<file path="config.mk">
export PLATFORM = sky130hd
export DESIGN_NAME = ram_arbiter
export DESIGN_NICKNAME = d
export VERILOG_FILES = /design/src/rtl/ram_arbiter.sv
export SDC_FILE = /design/constraint.sdc
export NUM_CORES = 1
export LEC_CHECK = 0
export CAP_MARGIN = 20
export CORE_UTILIZATION = 40
export CTS_BUF_LIST = sky130_fd_sc_hd__clkbuf_4 sky130_fd_sc_hd__clkbuf_8 sky130_fd_sc_hd__clkbuf_16
export DETAILED_ROUTE_END_ITERATION = 8
export GPL_ROUTABILITY_DRIVEN = 0
export GPL_TIMING_DRIVEN = 0
export PLACE_DENSITY_LB_ADDON = 0.3
export SLEW_MARGIN = 15
export SYNTH_ARGS = -nofsm -noshare
export SYNTH_HDL_FRONTEND = slang
export SYNTH_SLANG_ARGS = --single-unit
</file>
<file path="constraint.sdc">
create_clock -name clock -period 2.3 [get_ports clock]
set_input_delay 0.345 -clock clock [delete_from_list [all_inputs] [get_ports clock]]
set_output_delay 0.345 -clock clock [all_outputs]
set_load 0.01 [all_outputs]
</file>
<file path="src/rtl/ram_arbiter.sv">
`default_nettype none
// +--------------------------------------------------------------------------+
// | ram_arbiter: round-robin CPU/loader arbiter for a single-port sync RAM.  |
// | Optional CPU lock: define ARB_LOCK_EN.  Revision: 1.0                    |
// +--------------------------------------------------------------------------+
module ram_arbiter #(
  parameter int ADDR_W   = 8,
  parameter int DATA_W   = 8,
  parameter int LOCK_MAX = 4
) (
  input  logic              clock,
  input  logic              clear,
  input  logic              cpu_req,
  input  logic              cpu_we,
  input  logic              cpu_lock,
  input  logic [ADDR_W-1:0] cpu_addr,
  input  logic [DATA_W-1:0] cpu_wdata,
  input  logic              ld_req,
  input  logic              ld_we,
  input  logic [ADDR_W-1:0] ld_addr,
  input  logic [DATA_W-1:0] ld_wdata,
  input  logic [DATA_W-1:0] ram_rdata,
  output logic [ADDR_W-1:0] ram_addr,
  output logic [DATA_W-1:0] ram_wdata,
  output logic              ram_we,
  output logic              cpu_ack,
  output logic              ld_ack,
  output logic [DATA_W-1:0] rdata,
  output logic              busy
);

  typedef enum logic [2:0] {
    IDLE  = 3'd0,
    GNT_C = 3'd1,
    GNT_L = 3'd2,
    ACK_C = 3'd3,
    ACK_L = 3'd4
  } state_t;

  localparam logic c_gnt_cpu = 1'b0;
  localparam logic c_gnt_ld  = 1'b1;

  state_t            r_state;
  logic              r_last_gnt;
  logic [ADDR_W-1:0] r_ram_addr;
  logic [DATA_W-1:0] r_ram_wdata;
  logic              r_ram_we;
  logic              r_cpu_ack;
  logic              r_ld_ack;
  logic              r_busy;
  logic              w_pick_cpu;
  logic              w_lock_go;

  // Tie goes to whoever was not granted last.
  assign w_pick_cpu = cpu_req && (!ld_req || (r_last_gnt == c_gnt_ld));

`ifdef ARB_LOCK_EN
  localparam logic [3:0] c_lock_last = 4'(LOCK_MAX - 1);
  logic [3:0] r_lock_cnt;
  assign w_lock_go = cpu_lock && cpu_req && (r_lock_cnt < c_lock_last);
`else
  logic w_unused_cfg;
  assign w_lock_go    = 1'b0;
  assign w_unused_cfg = cpu_lock & (LOCK_MAX > 0);
`endif

  always_ff @(posedge clock) begin
    if (!clear) begin
      r_state     <= IDLE;
      r_last_gnt  <= c_gnt_ld;
      r_ram_addr  <= '0;
      r_ram_wdata <= '0;
      r_ram_we    <= 1'b0;
      r_cpu_ack   <= 1'b0;
      r_ld_ack    <= 1'b0;
      r_busy      <= 1'b0;
`ifdef ARB_LOCK_EN
      r_lock_cnt  <= '0;
`endif
    end else begin
      r_ram_we  <= 1'b0;
      r_cpu_ack <= 1'b0;
      r_ld_ack  <= 1'b0;
      case (r_state)
        IDLE: begin
          if (w_pick_cpu) begin
            r_state     <= GNT_C;
            r_last_gnt  <= c_gnt_cpu;
            r_ram_addr  <= cpu_addr;
            r_ram_wdata <= cpu_wdata;
            r_ram_we    <= cpu_we;
            r_busy      <= 1'b1;
          end else if (ld_req) begin
            r_state     <= GNT_L;
            r_last_gnt  <= c_gnt_ld;
            r_ram_addr  <= ld_addr;
            r_ram_wdata <= ld_wdata;
            r_ram_we    <= ld_we;
            r_busy      <= 1'b1;
          end else begin
            r_busy      <= 1'b0;
          end
        end
        GNT_C: begin
          r_state   <= ACK_C;
          r_cpu_ack <= 1'b1;
          r_busy    <= 1'b1;
        end
        GNT_L: begin
          r_state  <= ACK_L;
          r_ld_ack <= 1'b1;
          r_busy   <= 1'b1;
        end
        ACK_C: begin
          if (w_lock_go) begin
            // Locked burst: re-grant the CPU without passing through IDLE.
            r_state     <= GNT_C;
            r_last_gnt  <= c_gnt_cpu;
            r_ram_addr  <= cpu_addr;
            r_ram_wdata <= cpu_wdata;
            r_ram_we    <= cpu_we;
            r_busy      <= 1'b1;
`ifdef ARB_LOCK_EN
            r_lock_cnt  <= r_lock_cnt + 4'd1;
`endif
          end else begin
            r_state     <= IDLE;
            r_busy      <= 1'b0;
`ifdef ARB_LOCK_EN
            r_lock_cnt  <= '0;
`endif
          end
        end
        ACK_L: begin
          r_state <= IDLE;
          r_busy  <= 1'b0;
        end
        default: begin
          r_state <= IDLE;
          r_busy  <= 1'b0;
        end
      endcase
    end
  end

  assign ram_addr  = r_ram_addr;
  assign ram_wdata = r_ram_wdata;
  assign ram_we    = r_ram_we;
  assign cpu_ack   = r_cpu_ack;
  assign ld_ack    = r_ld_ack;
  assign busy      = r_busy;
  assign rdata     = ram_rdata;

endmodule
`default_nettype wire

</file>
# Word level (Yosys, flattened, before mapping)
# Cells that the tools add are included.
# totals
reg_bits,24
latch_bits,0
mem_bits_rw,0
romBits,0
output_inout_bits,28
word_cells,35
mem_count,0
# op_classes
add_sub_neg,0
multipliers,0
div,0
magnitude_cmp,0
eq_ne,3
shift,0
muxes,16
bitwise,0
reduce_logical,8
# op_table
operator,n
8-bit two-way mux,4
3-bit one-hot mux with 3 select lines,1
1-bit two-way mux,8
3-bit two-way mux,2
2-bit AND reduction,2
3-bit by 1-bit == test with 1-bit output (second input constant),1
3-bit by 2-bit == test with 1-bit output (second input constant),1
3-bit logical NOT,1
3-bit inequality test (second input constant),1
1-bit one-hot mux with 2 select lines,1
2-bit nonzero test,1
2-bit OR reduction,1
1-bit logical AND,1
1-bit logical NOT,1
1-bit logical OR,1

# Logic depth before layout (Yosys ltp)
# Gate-level depths: netlist of the first run.
# depth
depth_word,5
ltp_mapped,6
ltp_nobuf,3

# Worst setup path after synthesis of the first run
# OpenSTA, ideal clock, no wires.
# synth_timing
path_type,register to register
startpoint,reg r_state[0]
endpoint,"reg r_ram_addr[6], in the netlist ram_addr[6]"
setup_ns,0.137
arrival_time_ns,1.188
required_ns,2.163
setup_slack_ns,0.975
stages_incl_launch_ff,7
n_path_buf,3
path_cell_list,dfxtp_1 > buf_6 > or3_1 > buf_2 > buf_6 > nor3_2 > a221oi_2
# synth_via
elab_chain_cells,2
# synth_rtl
item,line_no,source
"start, declared",43,state_t r_state;
"start signal, assigned",69,r_state <= IDLE;
"start signal, assigned",87,r_state <= GNT_C;
"start signal, assigned",94,r_state <= GNT_L;
3-bit logical NOT,84,case (r_state)
2-bit AND reduction (no source line),-,
"end signal, assigned",89,r_ram_addr <= cpu_addr;
"end signal, assigned",96,r_ram_addr <= ld_addr;
"end signal, assigned",119,r_ram_addr <= cpu_addr;
"end, declared",45,logic [ADDR_W-1:0] r_ram_addr;
# No other way between the ends.
# A chain may end at the register's enable or synchronous reset.

# Worst setup path after layout of the first run
# layout_timing
startpoint,in ld_req
endpoint,"reg r_ram_wdata[5], in the netlist ram_wdata[5]"
# layout_via
elab_chain_cells,5
# layout_rtl
item,line_no,source
"start, declared",18,"input logic ld_req,"
1-bit logical NOT,55,assign w_pick_cpu = cpu_req && (!ld_req || (r_last_gnt == c_gnt_ld));
1-bit logical OR,55,
1-bit logical AND,55,
2-bit nonzero test (no source line),-,
2-bit AND reduction (no source line),-,
"end signal, assigned",90,r_ram_wdata <= cpu_wdata;
"end signal, assigned",97,r_ram_wdata <= ld_wdata;
"end signal, assigned",120,r_ram_wdata <= cpu_wdata;
"end, declared",46,logic [DATA_W-1:0] r_ram_wdata;
# Parallel ways exist; a longest one is shown, timed or not.

==> results of run 1 <==
## state kept, by name, indices dropped and copies added (netlist names)
signal / flops
busy: 1
cpu_ack: 1
ld_ack: 1
r_last_gnt: 1
r_state: 3
ram_addr: 8
ram_wdata: 8
ram_we: 1
## final cells by class
class	count	area share [%]
Buffer	17	7.25
Clock buffer	3	1.13
Clock inverter	1	1.51
Inverter	16	3.02
Multi-Input combinational cell	72	28.2
Sequential cell	24	24.2
Tap cell	31	1.95
Timing Repair Buffer	65	32.8
## through the flow
stage          worst slack [ps]  cells
2_1_floorplan               975    129
3_3_place_gp                413    225
3_5_place_dp                303    225
4_1_cts                     641    229
5_1_grt                     570    229
6_report                    638    229
## worst max-delay path, stage by stage
cell             delay, ps
clkdlybuf4s50_1        590
nand2b_1               160
and3_1                 210
buf_6                  140
buf_12                 150
a221oi_2               300
## power by group through the flow
stage	clock [uW]	sequential [uW]	combinational (uW)
after floorplan	0	553	218
after global placement	0	525	469
after detailed placement	0	528	482
after CTS	310	519	484
after global routing	328	526	512
final	306	519	481
## cell families (layout without fill, tap and decap cells)
| kind of cell | count (synthesis) | count (layout) | share of synthesized area (%) |
|---|---|---|---|
| and+or+nand+nor | 47 | 47 | 22.6 |
| AOI/OAI and AO/OA | 25 | 25 | 22.3 |
| DFF | 24 | 24 | 38.6 |
| buffers and inverters | 33 | 102 | 16.4 |
## synthesized netlist by cell type (2+ instances only)
library cell | n | area, um^2
buf_4 | 8 | 60.1
a221oi_2 | 11 | 165
nand2_1 | 18 | 67.6
nor2_1 | 2 | 7.51
nor3_2 | 10 | 100
dfxtp_1 | 24 | 480
a21oi_1 | 2 | 10.0
a221oi_1 | 5 | 43.8
nor3_1 | 9 | 45.0
buf_2 | 3 | 15.0
inv_1 | 16 | 60.1
nand2b_1 | 2 | 12.5
buf_6 | 4 | 45.0
## worst paths after layout
check / from / to / slack (ps) / cells past startpoint
worst max-delay path: ld_req / ram_wdata[5] / 640 / 6
worst min register to register: ram_wdata[7] / ram_wdata[7] / 490 / 2
worst min-delay path: ram_wdata[7] / ram_wdata[7] / 490 / 2
worst max register to register: r_state[0] / ram_wdata[5] / 750 / 5
## metal layers
metal,vias up,part of all wire [%]
li1,586,-
met1,557,39
met2,56,52
met3,6,6.5
met4,0,2.3
met5,-,0
==> results_dict.tcl, run 1 <==
set metrics [dict create \
    outcome "finished with violations" \
    violations "design-rule violations" \
    syn_to_final_growth_pct 59.7 \
    max_freq_mhz 602 \
    fp.coreArea_um2 2850 \
    p_leak_uw 0.000783 \
    worstPathArrival_ps 1890 \
    yosys_warnings 0 \
    initial_core_util_pct 43.6 \
    cts_resized 0 \
    die_area_um2 3340 \
    cts_max_path_buffers 2 \
    synth_edf_count 0 \
    groute.layer.met1.usage_pct 22.0 \
    syn_area_um2 1240 \
    antenna_found_initial 0 \
    drc 6 \
    synth_flop_cell "dfxtp_1" \
    skew_ps 0.723 \
    cts.sinks 24 \
    grt_pass1_vias 1175 \
    clk_latency_ps 320 \
    final_nets 246 \
    globalRouteOverflowTotal 0 \
    hold_viol 0 \
    cts_tree "yes" \
    p_int_uw 934 \
    drt-wirelength-per-cell_um 14.2 \
    track_usage_pct 19.6 \
    first_pass_iters 6 \
    ys_seq_area_share_pct 38.6 \
    avgSynthCellArea_um2 9.64 \
    die_width_um 57.8 \
    die_h_um 57.8 \
    busiest_layer "met2" \
    drt_iter0_drc 38 \
    rsz0062_at_grt "false" \
    async_flop_share_pct 0 \
    synthDistinctLibCells 28 \
    met3_usage_pct 2.01 \
    cts_hold_buf 0 \
    vdd_drop_max_mv 0.417 \
    fin_area_um2 1990 \
    ys_ff_latch 24 \
    num_rows 19 \
    cp-end-kind "flop" \
    final_common_cell "clkdlybuf4s50_1" \
    switching_power_uw 372 \
    finalSetupViolCount 0 \
    regArea_um2 480 \
    post-route-period-util_pct 72.3 \
    portBuffers 65 \
    required_ps 2530 \
    p_comb_share_pct 36.8 \
    utilization_pct 69.6 \
    ant_nets 0 \
    switching_share_pct 28.5 \
    grt_max_degree 15 \
    pin_count 75 \
    dp_hpwl_um 2540 \
    grt_pass1_wl_um 4970 \
    detailroute.via_count 1205 \
    drv_slew 0 \
    critPathKind "input port to flop" \
    critPathMaxFanout 10 \
    worst_pin_slew_ps 439 \
    fillCellCount 225 \
    viasPerCell 5.26 \
    wl_um 3260 \
    synthCells 129 \
    clkTransAtPathRegs_ps 130 \
    cts_root_buffer "clkbuf_4" \
    cts_htree_levels 1 \
    power_uw 1310 \
    maxSlewHeadroom_pct 70.8 \
    grt_use_met2_pct 36.5 \
    drive_above_1_share_pct 22.2 \
    worst_hold_slack_ps 487 \
    syn-num-nets 176 \
    n_antenna_cell 0 \
    pwr-share-clk_pct 23.4 \
    pwr-share-seq_pct 39.7 \
    critPathLaunchType "input port" \
    hold_class "flop to flop" \
    cts_buffers 3 \
    multi_input_area_um2 559 \
    dpl-instance-area_um2 1930 \
    post_cts_buffers 0 \
    post-route-min-period_ps 1660 \
    powerDensity_nw_per_um2 658 \
    final_cell_mix "clkdlybuf4s50_1 (65), dfxtp_1 (24), nand2_1 (18)" \
    maxCapViolations 0 \
    finalSetupTns_ps 0 \
]
Note: power is estimated with default switching activity, not from simulation.
==> run 2: changes to the inputs <==
CORE_UTILIZATION = 37   (was 40)
clock period = 1.6 ns   (was 2.3 ns; I/O delays follow)
==> run 2 against run 1 <==
  * The flow now finishes without violations
  * Sequential share of layout area shrank 0.091 points
  * Worst hold slack worse by 7.6 ps
  * Utilization fell by 5.9 points
  * Sequential power up 44%
  * Setup slack got worse by 540 ps
  * Critical endpoint is now ram_addr[5]
==> results_dict.tcl, run 2 (synthesis results as in run 1) <==
set metrics [dict create \
    die_area_um2 3600 \
    cts_buffers 3 \
    portBuffers 65 \
    fin_area_um2 1990 \
    antenna_found_initial 0 \
    die_h_um 60.0 \
    critPathMaxFanout 10 \
    met1_length_um 1300 \
    cts_htree_levels 1 \
    maxSlewHeadroom_pct 75.7 \
    pin_count 75 \
    post-route-min-period_ps 1500 \
    final_common_cell "clkdlybuf4s50_1" \
    multi_input_area_um2 568 \
    cts_root_buffer "clkbuf_4" \
    clkTransAtPathRegs_ps 120 \
    first_pass_iters 4 \
    worstPathArrival_ps 1730 \
    worst_hold_slack_ps 479 \
    outcome "completed" \
    fillCellCount 283 \
    final_cell_mix "clkdlybuf4s50_1 (65), dfxtp_1 (24), nand2_1 (18)" \
    viasPerCell 4.95 \
    rsz0062_at_grt "false" \
    drt_iter0_drc 40 \
    drive_above_1_share_pct 22.3 \
    drc 0 \
    finalSetupViolCount 0 \
    cts_max_path_buffers 2 \
    initial_core_util_pct 39.8 \
    regArea_um2 480 \
    die_width_um 60.0 \
    num_rows 20 \
    critPathLaunchType "input port" \
    post-route-period-util_pct 93.7 \
    fp.coreArea_um2 3130 \
    hold_class "input port to flop" \
    cts.sinks 24 \
    hold_depth 3 \
    dp_hpwl_um 2410 \
    ant_nets 0 \
    grt_pass1_wl_um 4800 \
    syn_to_final_growth_pct 60.3 \
    cts_tree "yes" \
    critPathKind "input port to flop" \
    grt_pass1_vias 1128 \
    drt-wirelength-per-cell_um 12.6 \
    top_layer "met4" \
    reg2reg_depth 6 \
    vdd_drop_max_mv 0.514 \
    detailroute.via_count 1192 \
    maxCapViolations 0 \
    track_usage_pct 17.7 \
    drv_slew 0 \
    grt_max_degree 14 \
    p_leak_uw 0.000777 \
    cp-end-kind "flop" \
    required_ps 1830 \
    powerDensity_nw_per_um2 875 \
    wl_um 3030 \
    max_freq_mhz 667 \
    cts_hold_buf 0 \
    wl_met2_um 1540 \
    globalRouteOverflowTotal 0 \
    skew_ps 1.52 \
    worst_pin_slew_ps 364 \
    hold_viol 0 \
    n_antenna_cell 0 \
    clk_latency_ps 300 \
    wl_met3_um 146 \
    final_nets 245 \
    dpl-instance-area_um2 1950 \
]
## run 2: changes by cell type in the layout (fill, tap and decap cells not counted), sizes merged
cell and delta:
clkbuf +2, bufinv -1, buf -2
## run 2: worst max-delay path: stages
cell	delay (ps)
clkdlybuf4s50_1	620
nand2b_1	140
and3_1	190
buf_6	140
buf_12	140
a221oi_2	260
## run 2: what timing repair did
item | CTS | global route
buffers inserted | 0 | 0
gates resized for setup | 0 | 2
endpoints found under the setup margin | 0 | 4
## run 2: final cells by class
type | instances | share of cell area [%]
Tap cell | 44 | 2.76
Buffer | 16 | 7.16
Inverter | 16 | 3.01
Clock buffer | 4 | 1.82
Timing Repair Buffer | 65 | 32.6
Multi-Input combinational cell | 72 | 28.5
Sequential cell | 24 | 24.1
## run 2: report_power, final
part / internal [uW] / leakage [uW] / total [uW] / switching [uW]
clock: 139 / 0.0000210 / 308 / 169
sequential: 692 / 0.000199 / 746 / 53.4
combinational: 399 / 0.000557 / 690 / 290
total: 1230 / 0.000777 / 1740 / 513
## run 2: per-stage QoR
step	TNS (ps)	total power (uW)	util (%)	setup slack [ps]	instances
final	0	1740	63.7	101	241
after global routing	0	1850	63.7	16.5	241
after CTS	0	1760	63.5	61.3	242
after detailed placement	-3060	1450	62.3	-253	238
after global placement	-2410	1430	62.3	-197	238
after floorplan	0	1110	-	275	129
## run 2: metal layers
metal,global-route usage [%],vias up
met5,0,-
met4,8.64,0
met3,1.95,4
met2,32.7,51
met1,19.9,551
li1,-,586
## run 2: final timing paths
check | startpoint | end | slack (ps)
max | ld_req | ram_addr[5] | 100
min | cpu_addr[3] | ram_addr[3] | 480
max reg2reg | r_state[0] | ram_addr[1] | 190
min reg2reg | ram_addr[4] | ram_addr[4] | 480
